<file path="src/rtl/qspi_flash_responder_if.sv">
// Bus bundle between a QSPI flash responder and its controller/backing store.
// The slave modport is the responder's view; master is the driving side.
interface qspi_flash_responder_if #(
   parameter int ADDR_BITS = 24
);
   logic                 spi_clk;
   logic                 spi_select;
   logic [3:0]           spi_data_in;
   logic [3:0]           spi_data_out;
   logic [3:0]           spi_data_oe;
   logic [ADDR_BITS-1:0] mem_addr;
   logic                 mem_rd;
   logic [7:0]           mem_rdata;
   logic                 cont_mode;

   modport slave (
      input  spi_clk, spi_select, spi_data_in, mem_rdata,
      output spi_data_out, spi_data_oe, mem_addr, mem_rd, cont_mode
   );

   modport master (
      output spi_clk, spi_select, spi_data_in, mem_rdata,
      input  spi_data_out, spi_data_oe, mem_addr, mem_rd, cont_mode
   );
endinterface

</file>
<file path="src/rtl/qspi_flash_responder.sv">
// Flash-side responder for Fast Read Quad I/O (0xEB) with continuous-read mode.
// spi_clk is oversampled by clk; inputs taken on SPI rise, outputs driven on SPI fall.
module qspi_flash_responder #(
   parameter int ADDR_BITS    = 24,
   parameter int DUMMY_CYCLES = 4
) (
   input  logic                clk,
   input  logic                rstn,
   qspi_flash_responder_if.slave bus
);

   localparam int CNT_W = (DUMMY_CYCLES > 7) ? $clog2(DUMMY_CYCLES + 1) : 3;
   localparam logic [CNT_W-1:0] CMD_LAST   = CNT_W'(7);
   localparam logic [CNT_W-1:0] ADDR_LAST  = CNT_W'(5);
   localparam logic [CNT_W-1:0] DUMMY_LAST = CNT_W'(DUMMY_CYCLES);

   typedef enum logic [2:0] {
      IDLE,
      CMD,
      ADDR,
      MODE,
      DUMMY,
      DATA,
      IGNORE
   } state_t;

   state_t               state_q, state_n;
   logic [CNT_W-1:0]     cnt_q, cnt_n;
   logic                 cont_q, cont_n;
   logic [3:0]           out_q, out_n;
   logic [3:0]           oe_q, oe_n;
   logic [ADDR_BITS-1:0] addr_q, addr_n;
   logic                 rd_q, rd_n;
   logic                 half_q, half_n;
   logic                 rd_vld_p1;
   logic                 spi_clk_q;
   logic [19:0]          sh_q, sh_n;
   logic [7:0]           byte_q;
   logic [7:0]           cur_byte;
   logic [23:0]          addr_full;
   logic                 rise, fall;

   assign rise = bus.spi_clk & ~spi_clk_q;
   assign fall = ~bus.spi_clk & spi_clk_q;

   // Fetched byte may arrive in the same clk as the fall that needs it.
   assign cur_byte  = rd_vld_p1 ? bus.mem_rdata : byte_q;
   assign addr_full = {sh_q, bus.spi_data_in};

   always_comb begin
      state_n = state_q;
      cnt_n   = cnt_q;
      sh_n    = sh_q;
      cont_n  = cont_q;
      out_n   = out_q;
      oe_n    = oe_q;
      addr_n  = addr_q;
      rd_n    = 1'b0;
      half_n  = half_q;

      if (bus.spi_select) begin
         state_n = IDLE;
         oe_n    = 4'h0;
         cnt_n   = '0;
      end else begin
         unique case (state_q)
            IDLE: begin
               cnt_n   = '0;
               sh_n    = '0;
               state_n = cont_q ? ADDR : CMD;
            end
            CMD: if (rise) begin
               sh_n  = {sh_q[18:0], bus.spi_data_in[0]};
               cnt_n = cnt_q + 1'b1;
               if (cnt_q == CMD_LAST) begin
                  cnt_n = '0;
                  if ({sh_q[6:0], bus.spi_data_in[0]} == 8'hEB) begin
                     state_n = ADDR;
                  end else begin
                     state_n = IGNORE;
                     cont_n  = 1'b0;
                  end
               end
            end
            ADDR: if (rise) begin
               sh_n  = {sh_q[15:0], bus.spi_data_in};
               cnt_n = cnt_q + 1'b1;
               if (cnt_q == ADDR_LAST) begin
                  addr_n  = ADDR_BITS'(addr_full);
                  rd_n    = 1'b1;
                  cnt_n   = '0;
                  state_n = MODE;
               end
            end
            MODE: if (rise) begin
               if (cnt_q == '0) begin
                  sh_n  = {sh_q[15:0], bus.spi_data_in};
                  cnt_n = CNT_W'(1);
               end else begin
                  // sh_q[1:0] holds mode bits [5:4] from the high nibble.
                  cont_n  = (sh_q[1:0] == 2'b10);
                  cnt_n   = '0;
                  state_n = DUMMY;
               end
            end
            DUMMY: begin
               if (rise && cnt_q != DUMMY_LAST) begin
                  cnt_n = cnt_q + 1'b1;
               end
               if (fall && cnt_q == DUMMY_LAST) begin
                  out_n   = cur_byte[7:4];
                  oe_n    = 4'hF;
                  half_n  = 1'b1;
                  state_n = DATA;
               end
            end
            DATA: begin
               if (fall) begin
                  out_n  = half_q ? cur_byte[3:0] : cur_byte[7:4];
                  half_n = ~half_q;
               end
               // Low nibble consumed: prefetch the next byte before the next fall.
               if (rise && !half_q) begin
                  addr_n = addr_q + 1'b1;
                  rd_n   = 1'b1;
               end
            end
            IGNORE: oe_n = 4'h0;
            default: state_n = IDLE;
         endcase
      end
   end

   always_ff @(posedge clk or negedge rstn) begin
      if (!rstn) begin
         state_q   <= IDLE;
         cnt_q     <= '0;
         cont_q    <= 1'b0;
         out_q     <= 4'h0;
         oe_q      <= 4'h0;
         addr_q    <= '0;
         rd_q      <= 1'b0;
         half_q    <= 1'b0;
         rd_vld_p1 <= 1'b0;
         spi_clk_q <= 1'b0;
      end else begin
         state_q   <= state_n;
         cnt_q     <= cnt_n;
         cont_q    <= cont_n;
         out_q     <= out_n;
         oe_q      <= oe_n;
         addr_q    <= addr_n;
         rd_q      <= rd_n;
         half_q    <= half_n;
         rd_vld_p1 <= rd_q;
         spi_clk_q <= bus.spi_clk;
      end
   end

   // p1: read data returns one clk after the strobe
   always_ff @(posedge clk) begin
      sh_q <= sh_n;
      if (rd_vld_p1) begin
         byte_q <= bus.mem_rdata;
      end
   end

   assign bus.spi_data_out = out_q;
   assign bus.spi_data_oe  = oe_q;
   assign bus.mem_addr     = addr_q;
   assign bus.mem_rd       = rd_q;
   assign bus.cont_mode    = cont_q;

endmodule

</file>
<file path="src/flat_wrapper.sv">
// flat-port wrapper written by rule: the top's interface ports become plain ports
module qspi_flash_responder_flat 
#(
   parameter int ADDR_BITS    = 24,
   parameter int DUMMY_CYCLES = 4
)
  (clk, rstn, bus_spi_clk, bus_spi_select, bus_spi_data_in, bus_mem_rdata, bus_spi_data_out, bus_spi_data_oe, bus_mem_addr, bus_mem_rd, bus_cont_mode);
  qspi_flash_responder_if #(.ADDR_BITS(ADDR_BITS)) bus_i ();
  input  logic clk;
  input  logic rstn;
  input wire logic [$bits(bus_i.spi_clk)-1:0] bus_spi_clk;
  input wire logic [$bits(bus_i.spi_select)-1:0] bus_spi_select;
  input wire logic [$bits(bus_i.spi_data_in)-1:0] bus_spi_data_in;
  input wire logic [$bits(bus_i.mem_rdata)-1:0] bus_mem_rdata;
  output wire logic [$bits(bus_i.spi_data_out)-1:0] bus_spi_data_out;
  output wire logic [$bits(bus_i.spi_data_oe)-1:0] bus_spi_data_oe;
  output wire logic [$bits(bus_i.mem_addr)-1:0] bus_mem_addr;
  output wire logic [$bits(bus_i.mem_rd)-1:0] bus_mem_rd;
  output wire logic [$bits(bus_i.cont_mode)-1:0] bus_cont_mode;
  assign bus_i.spi_clk = bus_spi_clk;
  assign bus_i.spi_select = bus_spi_select;
  assign bus_i.spi_data_in = bus_spi_data_in;
  assign bus_i.mem_rdata = bus_mem_rdata;
  assign bus_spi_data_out = bus_i.spi_data_out;
  assign bus_spi_data_oe = bus_i.spi_data_oe;
  assign bus_mem_addr = bus_i.mem_addr;
  assign bus_mem_rd = bus_i.mem_rd;
  assign bus_cont_mode = bus_i.cont_mode;
  qspi_flash_responder #(.ADDR_BITS(ADDR_BITS), .DUMMY_CYCLES(DUMMY_CYCLES)) u_core (.clk(clk), .rstn(rstn), .bus(bus_i));
endmodule
</file>
<file path="config.mk">
export PLATFORM = sky130hd
export DESIGN_NAME = qspi_flash_responder_flat
export DESIGN_NICKNAME = d
export VERILOG_FILES = /design/src/rtl/qspi_flash_responder_if.sv /design/src/rtl/qspi_flash_responder.sv /design/src/flat_wrapper.sv
export SDC_FILE = /design/constraint.sdc
export NUM_CORES = 1
export LEC_CHECK = 0
export ABC_AREA = 1
export CORE_AREA = 3 3 86 88
export DETAILED_ROUTE_END_ITERATION = 10
export DIE_AREA = 0 0 89 91
export GPL_TIMING_DRIVEN = 0
export PLACE_DENSITY = 0.81
export SYNTH_ARGS = -nofsm -noshare
export SYNTH_HDL_FRONTEND = slang
export SYNTH_SLANG_ARGS = --single-unit
</file>
<file path="constraint.sdc">
create_clock -name clk -period 5.4 [get_ports clk]
set_input_delay 0.54 -clock clk [delete_from_list [all_inputs] [get_ports clk]]
set_output_delay 0.54 -clock clk [all_outputs]
set_load 0.01 [all_outputs]
</file>
## Word level (Yosys, flattened, before mapping)

Index checks and enable logic that the tools add are counted.

| cells by class | value |
|---|---|
| reductions and logical operators | 20 |
| equal/unequal tests | 32 |
| bitwise operators | 6 |
| muxes and demuxes | 51 |
| add/sub/neg operators | 2 |

Operator list:

| cell | count |
|---|---|
| $mux W20 | 4 |
| $pmux W20 S4 | 1 |
| $mux W24 | 3 |
| $mux W3 | 16 |
| $pmux W24 S2 | 1 |
| $add A24 B1 Y24 const B | 1 |
| $ne A3 B2 Y1 const B | 7 |
| $mux W4 | 5 |
| $ne A2 B1 Y1 const B | 10 |
| $eq A3 B3 Y1 const B | 6 |
| $pmux W3 S6 | 1 |
| $pmux W4 S2 | 2 |
| $pmux W3 S5 | 1 |
| $mux W1 | 12 |
| $reduce_and A5 Y1 | 2 |
| $eq A8 B8 Y1 const B | 1 |
| $mux W8 | 1 |
| $reduce_and A8 Y1 | 1 |
| $reduce_and A7 Y1 | 1 |
| $eq A3 B2 Y1 const B | 2 |
| $logic_not A3 Y1 | 2 |
| $ne A3 B3 Y1 const B | 2 |
| $pmux W1 S2 | 3 |
| $reduce_and A6 Y1 | 1 |
| other kinds (16) | 25 |

| storage, ports and cells | value |
|---|---|
| output and inout bits | 34 |
| register bits | 71 |
| logic and storage cells | 123 |

## Longest topological paths before layout

| depth | value |
|---|---|
| depth in word-level cells | 6 |
| depth in mapped cells | 11 |
| mapped depth without buffers | 11 |

## Worst setup path before layout

OpenSTA, ideal clock, no wires.

| timing path | value |
|---|---|
| path kind | input port to flip-flop |
| start | in bus_spi_select |
| end | reg u_core.sh_q[0] (enable) |
| buffers on the path | 1 |
| arrival time | 2.616 ns |
| library setup time | 0.428 ns |
| cell stages on the path | 4 |
| required time | 4.972 ns |
| path slack | 2.356 ns |
| cells stage by stage | inv_1 > buf_1 > o211ai_1 > a211oi_1 |

| on the way | value |
|---|---|
| cells in the longest elaborated chain, start to end | 2 |

RTL lines:

| element | line | source |
|---|---|---|
| start, declared | flat_wrapper.sv:12 | `input wire logic [$bits(bus_i.spi_select)-1:0] bus_spi_select;` |
| $not A1 Y1 (no line) | n/a |  |
| $reduce_and A6 Y1 (no line) | n/a |  |
| end signal, assigned | qspi_flash_responder.sv:162 | `sh_q <= sh_n;` |
| end, declared | qspi_flash_responder.sv:37 | `logic [19:0] sh_q, sh_n;` |

Every way passes these cells.
A chain may end at the register's enable or synchronous reset.

## Worst setup path in the final report

| timing path | value |
|---|---|
| start | in bus_spi_select |
| end | reg u_core.sh_q[7] (enable) |

Same word-level chain as after synthesis.

==> results.json <==
{
  "vias_per_cell": 5.40,
  "fin_util_pct": 72.5,
  "grt_overflow": 0,
  "die_h_um": 91,
  "grt_pass1_wl_um": 16300,
  "yosys_warnings": 0,
  "drc": 0,
  "r2r_setup_slack_ns": 3.21,
  "ys_types": 36,
  "async_flop_share_pct": 58.8,
  "syn_inst": 561,
  "drtAntennaViolNets": 0,
  "layout_min_cycle_time_ns": 2.52,
  "root_buffer": "clkbuf_8",
  "cp_max_fo": 12,
  "grtUsageMet2_pct": 38.7,
  "pwr-share-clk_pct": 21.7,
  "place_hpwl_um": 7340,
  "tightest_slew_ns": 0.773,
  "end_kind": "register",
  "clock_latency_ns": 0.35,
  "die-area_mm2": 0.00810,
  "seq_area_frac_synth_pct": 43.7,
  "min_path_type": "in -> async",
  "multi_input_area_mm2": 0.00183,
  "clkTransAtPathRegs_ns": 0.07,
  "drv_cap": 0,
  "start_util_pct": 60.0,
  "ioPinCount": 50,
  "final_cells": 708,
  "cts.path.max_buffers": 2,
  "gp_congestion": 0.891,
  "h-tree-depth": 3,
  "outcome": "completed",
  "dr.first_iter.drc_count": 326,
  "regArea_mm2": 0.00176,
  "postCtsSetupRepairBufs": 0,
  "skew_ns": 0.00682,
  "port_buffers": 49,
  "met1_usage_pct": 36.8,
  "yosys-top-cells-area": "dfrtp_1, nand2_1, edfxtp_1, inv_1, nand3_1",
  "setup_violations": 0,
  "tritoncts.num_buffers": 9,
  "hold_viol": 0,
  "clkSinkCount": 68,
  "p_leak_nw": 2.35,
  "wirelength_um": 9840,
  "max_slew_margin_pct": 48.3,
  "criticalPathCategory": "in -> reg",
  "power.switching_w": 0.000829,
  "sw_frac_of_total_pct": 39.0,
  "dieWidth_um": 89,
  "fmax_mhz": 397,
  "worstPathArrival_ns": 2.58,
  "yosys.area.top_type": "dfrtp_1",
  "cts_resized": 0,
  "vias": 3821,
  "p_per_area_mw_per_mm2": 436,
  "min_period_over_period_pct": 46.6,
  "grt_start_max_net_pins": 29,
  "synth_area_per_cell_um2": 7.19,
  "placedCellCount": 692,
  "syn2layout_area_growth_pct": 20.8,
  "post_synth_instance_area_mm2": 0.00403,
  "wire_per_inst_um": 13.9,
  "synth_edf_count": 20,
  "fin_area_mm2": 0.00487,
  "fin_nets": 644,
  "tns_ns": 0,
  "diodes": 0,
  "fill_cells": 541,
  "antenna_found_initial": 0,
  "synth_ff_type": "dfrtp_1",
  "rsz0062_at_grt": "false",
  "first_pass_iters": 5,
  "cts_tree": "built",
  "grt_pass1_vias": 3389,
  "final_layout_size_suffix_gt1_share_pct": 9.08,
  "seqPwrFrac_pct": 38.2,
  "place_area_mm2": 0.00466,
  "hold_buffers": 0,
  "drv_slew": 0,
  "track_usage_pct": 25.5,
  "gr-usage-met3_pct": 5.26,
  "timing.hold.ws_ns": 0.0935,
  "share_comb_of_total_power_pct": 40.1,
  "grt.busiest_layer": "met2",
  "num_rows": 30,
  "max-vdd-ir-drop_mv": 0.362,
  "ys_seq_elements": 68,
  "syn-num-nets": 582,
  "worst-endpoint-required_ns": 5.46,
  "coreArea_mm2": 0.00672,
  "crit_path_start_kind": "primary input",
  "yosys.area.top_type_share_pct": 24.8,
  "worstRegToRegCells": 7,
  "cell_internal_pwr_w": 0.00130
}
==> path summary, 6_finish.rpt <==
kind,from,end
worst min register to register,u_core.bus.mem_rd$_DFF_PN0_,u_core.rd_vld_p1$_DFF_PN0_
max in group asynchronous,rstn,u_core.bus.mem_addr[7]$_DFFE_PN0P_
worst min-delay path,rstn,u_core.bus.spi_data_out[2]$_DFFE_PN0P_
min in group clk,u_core.bus.mem_rd$_DFF_PN0_,u_core.rd_vld_p1$_DFF_PN0_
worst max-delay path,bus_spi_select,u_core.sh_q[7]$_DFFE_PP_
worst max register to register,u_core.cnt_q[0]$_DFFE_PN0P_,u_core.sh_q[7]$_DFFE_PP_
==> worst max-delay path, stage by stage <==
cell	delay, ns
clkdlybuf4s50_1	0.39
inv_1	0.15
buf_1	0.40
o211ai_1	0.19
a211oi_2	0.65
buf_6	0.25
==> sequential cells by signal (all words and copies together), names as in the netlist <==
register	cells
u_core.bus.cont_mode	1
u_core.bus.mem_addr	24
u_core.bus.mem_rd	1
u_core.bus.spi_data_oe	1
u_core.bus.spi_data_out	4
u_core.byte_q	8
u_core.cnt_q	3
u_core.half_q	1
u_core.rd_vld_p1	1
u_core.sh_q	20
u_core.spi_clk_q	1
u_core.state_q	3
==> cells by family (layout without fill, tap and decap cells) <==
kind of cell,count (synthesis),in the layout,synth area share [%]
AND/OR/NAND/NOR,309,309,33.3
buffers and inverters,105,172,11.0
AO/OA/AOI/OAI,73,73,10.3
flip-flops,68,68,43.7
adder cells (fa/ha/maj),5,5,1.55
XOR/XNOR,1,1,0.217
==> layout by cell type, fill, tap and decap left out, types with 5 or more instances in the layout <==
master,Yosys,final
nand2_1,185,185
inv_1,82,82
clkdlybuf4s50_1,0,48
nor2_1,45,45
nand3_1,44,44
o21ai_0,40,40
dfrtp_1,40,40
edfxtp_1,20,20
o22ai_1,18,18
nand4_1,9,9
clkbuf_8,0,9
dfxtp_1,8,8
buf_2,6,7
buf_4,5,5
inv_2,5,5
ha_1,5,5
==> synthesized netlist by cell type (2+ instances only) <==
cell      count
nor2_2        4
nor3_1        4
edfxtp_1     20
buf_6         3
nand3b_1      4
a211oi_1      2
nor2_1       45
nor2_4        2
inv_2         5
inv_1        82
buf_2         6
nand3_2       2
a21oi_1       3
o21ai_1       4
or2_2         2
o22ai_1      18
nand4_1       9
dfrtp_1      40
o21ai_0      40
nand3_1      44
dfxtp_1       8
nand2_2       4
buf_4         5
ha_1          5
nand2_1     185
clkbuf_1      3
nand2_4       2
o211ai_1      2
==> power groups by stage <==
stage | logic [W] | registers, W | clock network, W
after floorplan | 0.000546 | 0.000821 | 0
after global placement | 0.000811 | 0.000816 | 0
after detailed placement | 0.000844 | 0.000820 | 0
after CTS | 0.000849 | 0.000810 | 0.000463
after global routing | 0.000955 | 0.000831 | 0.000489
final | 0.000853 | 0.000812 | 0.000460
==> per-stage QoR <==
stage | setup slack (ns) | power [W]
after global routing | 2.79 | 0.00227
after CTS | 2.90 | 0.00212
final | 2.88 | 0.00212
after floorplan | 2.36 | 0.00137
after detailed placement | 2.54 | 0.00166
after global placement | 1.28 | 0.00163
==> area by class of cell <==
cell class	count	share of cell area, %
repair buffers	51	10.6
well taps	80	2.05
multi-input cells	388	37.7
clock buffers	9	2.54
flip-flops and latches	68	36.2
plain buffers	18	2.39
inverters	87	6.70
clock inverters	7	1.88
==> metal layers <==
layer | up-vias | part of all wire [%]
met1 | 1747 | 45
met2 | 147 | 46
met4 | 0 | 1.0
met5 | - | 0
li1 | 1916 | -
met3 | 11 | 8.0
No activity file was read; power rests on OpenSTA's default activity.
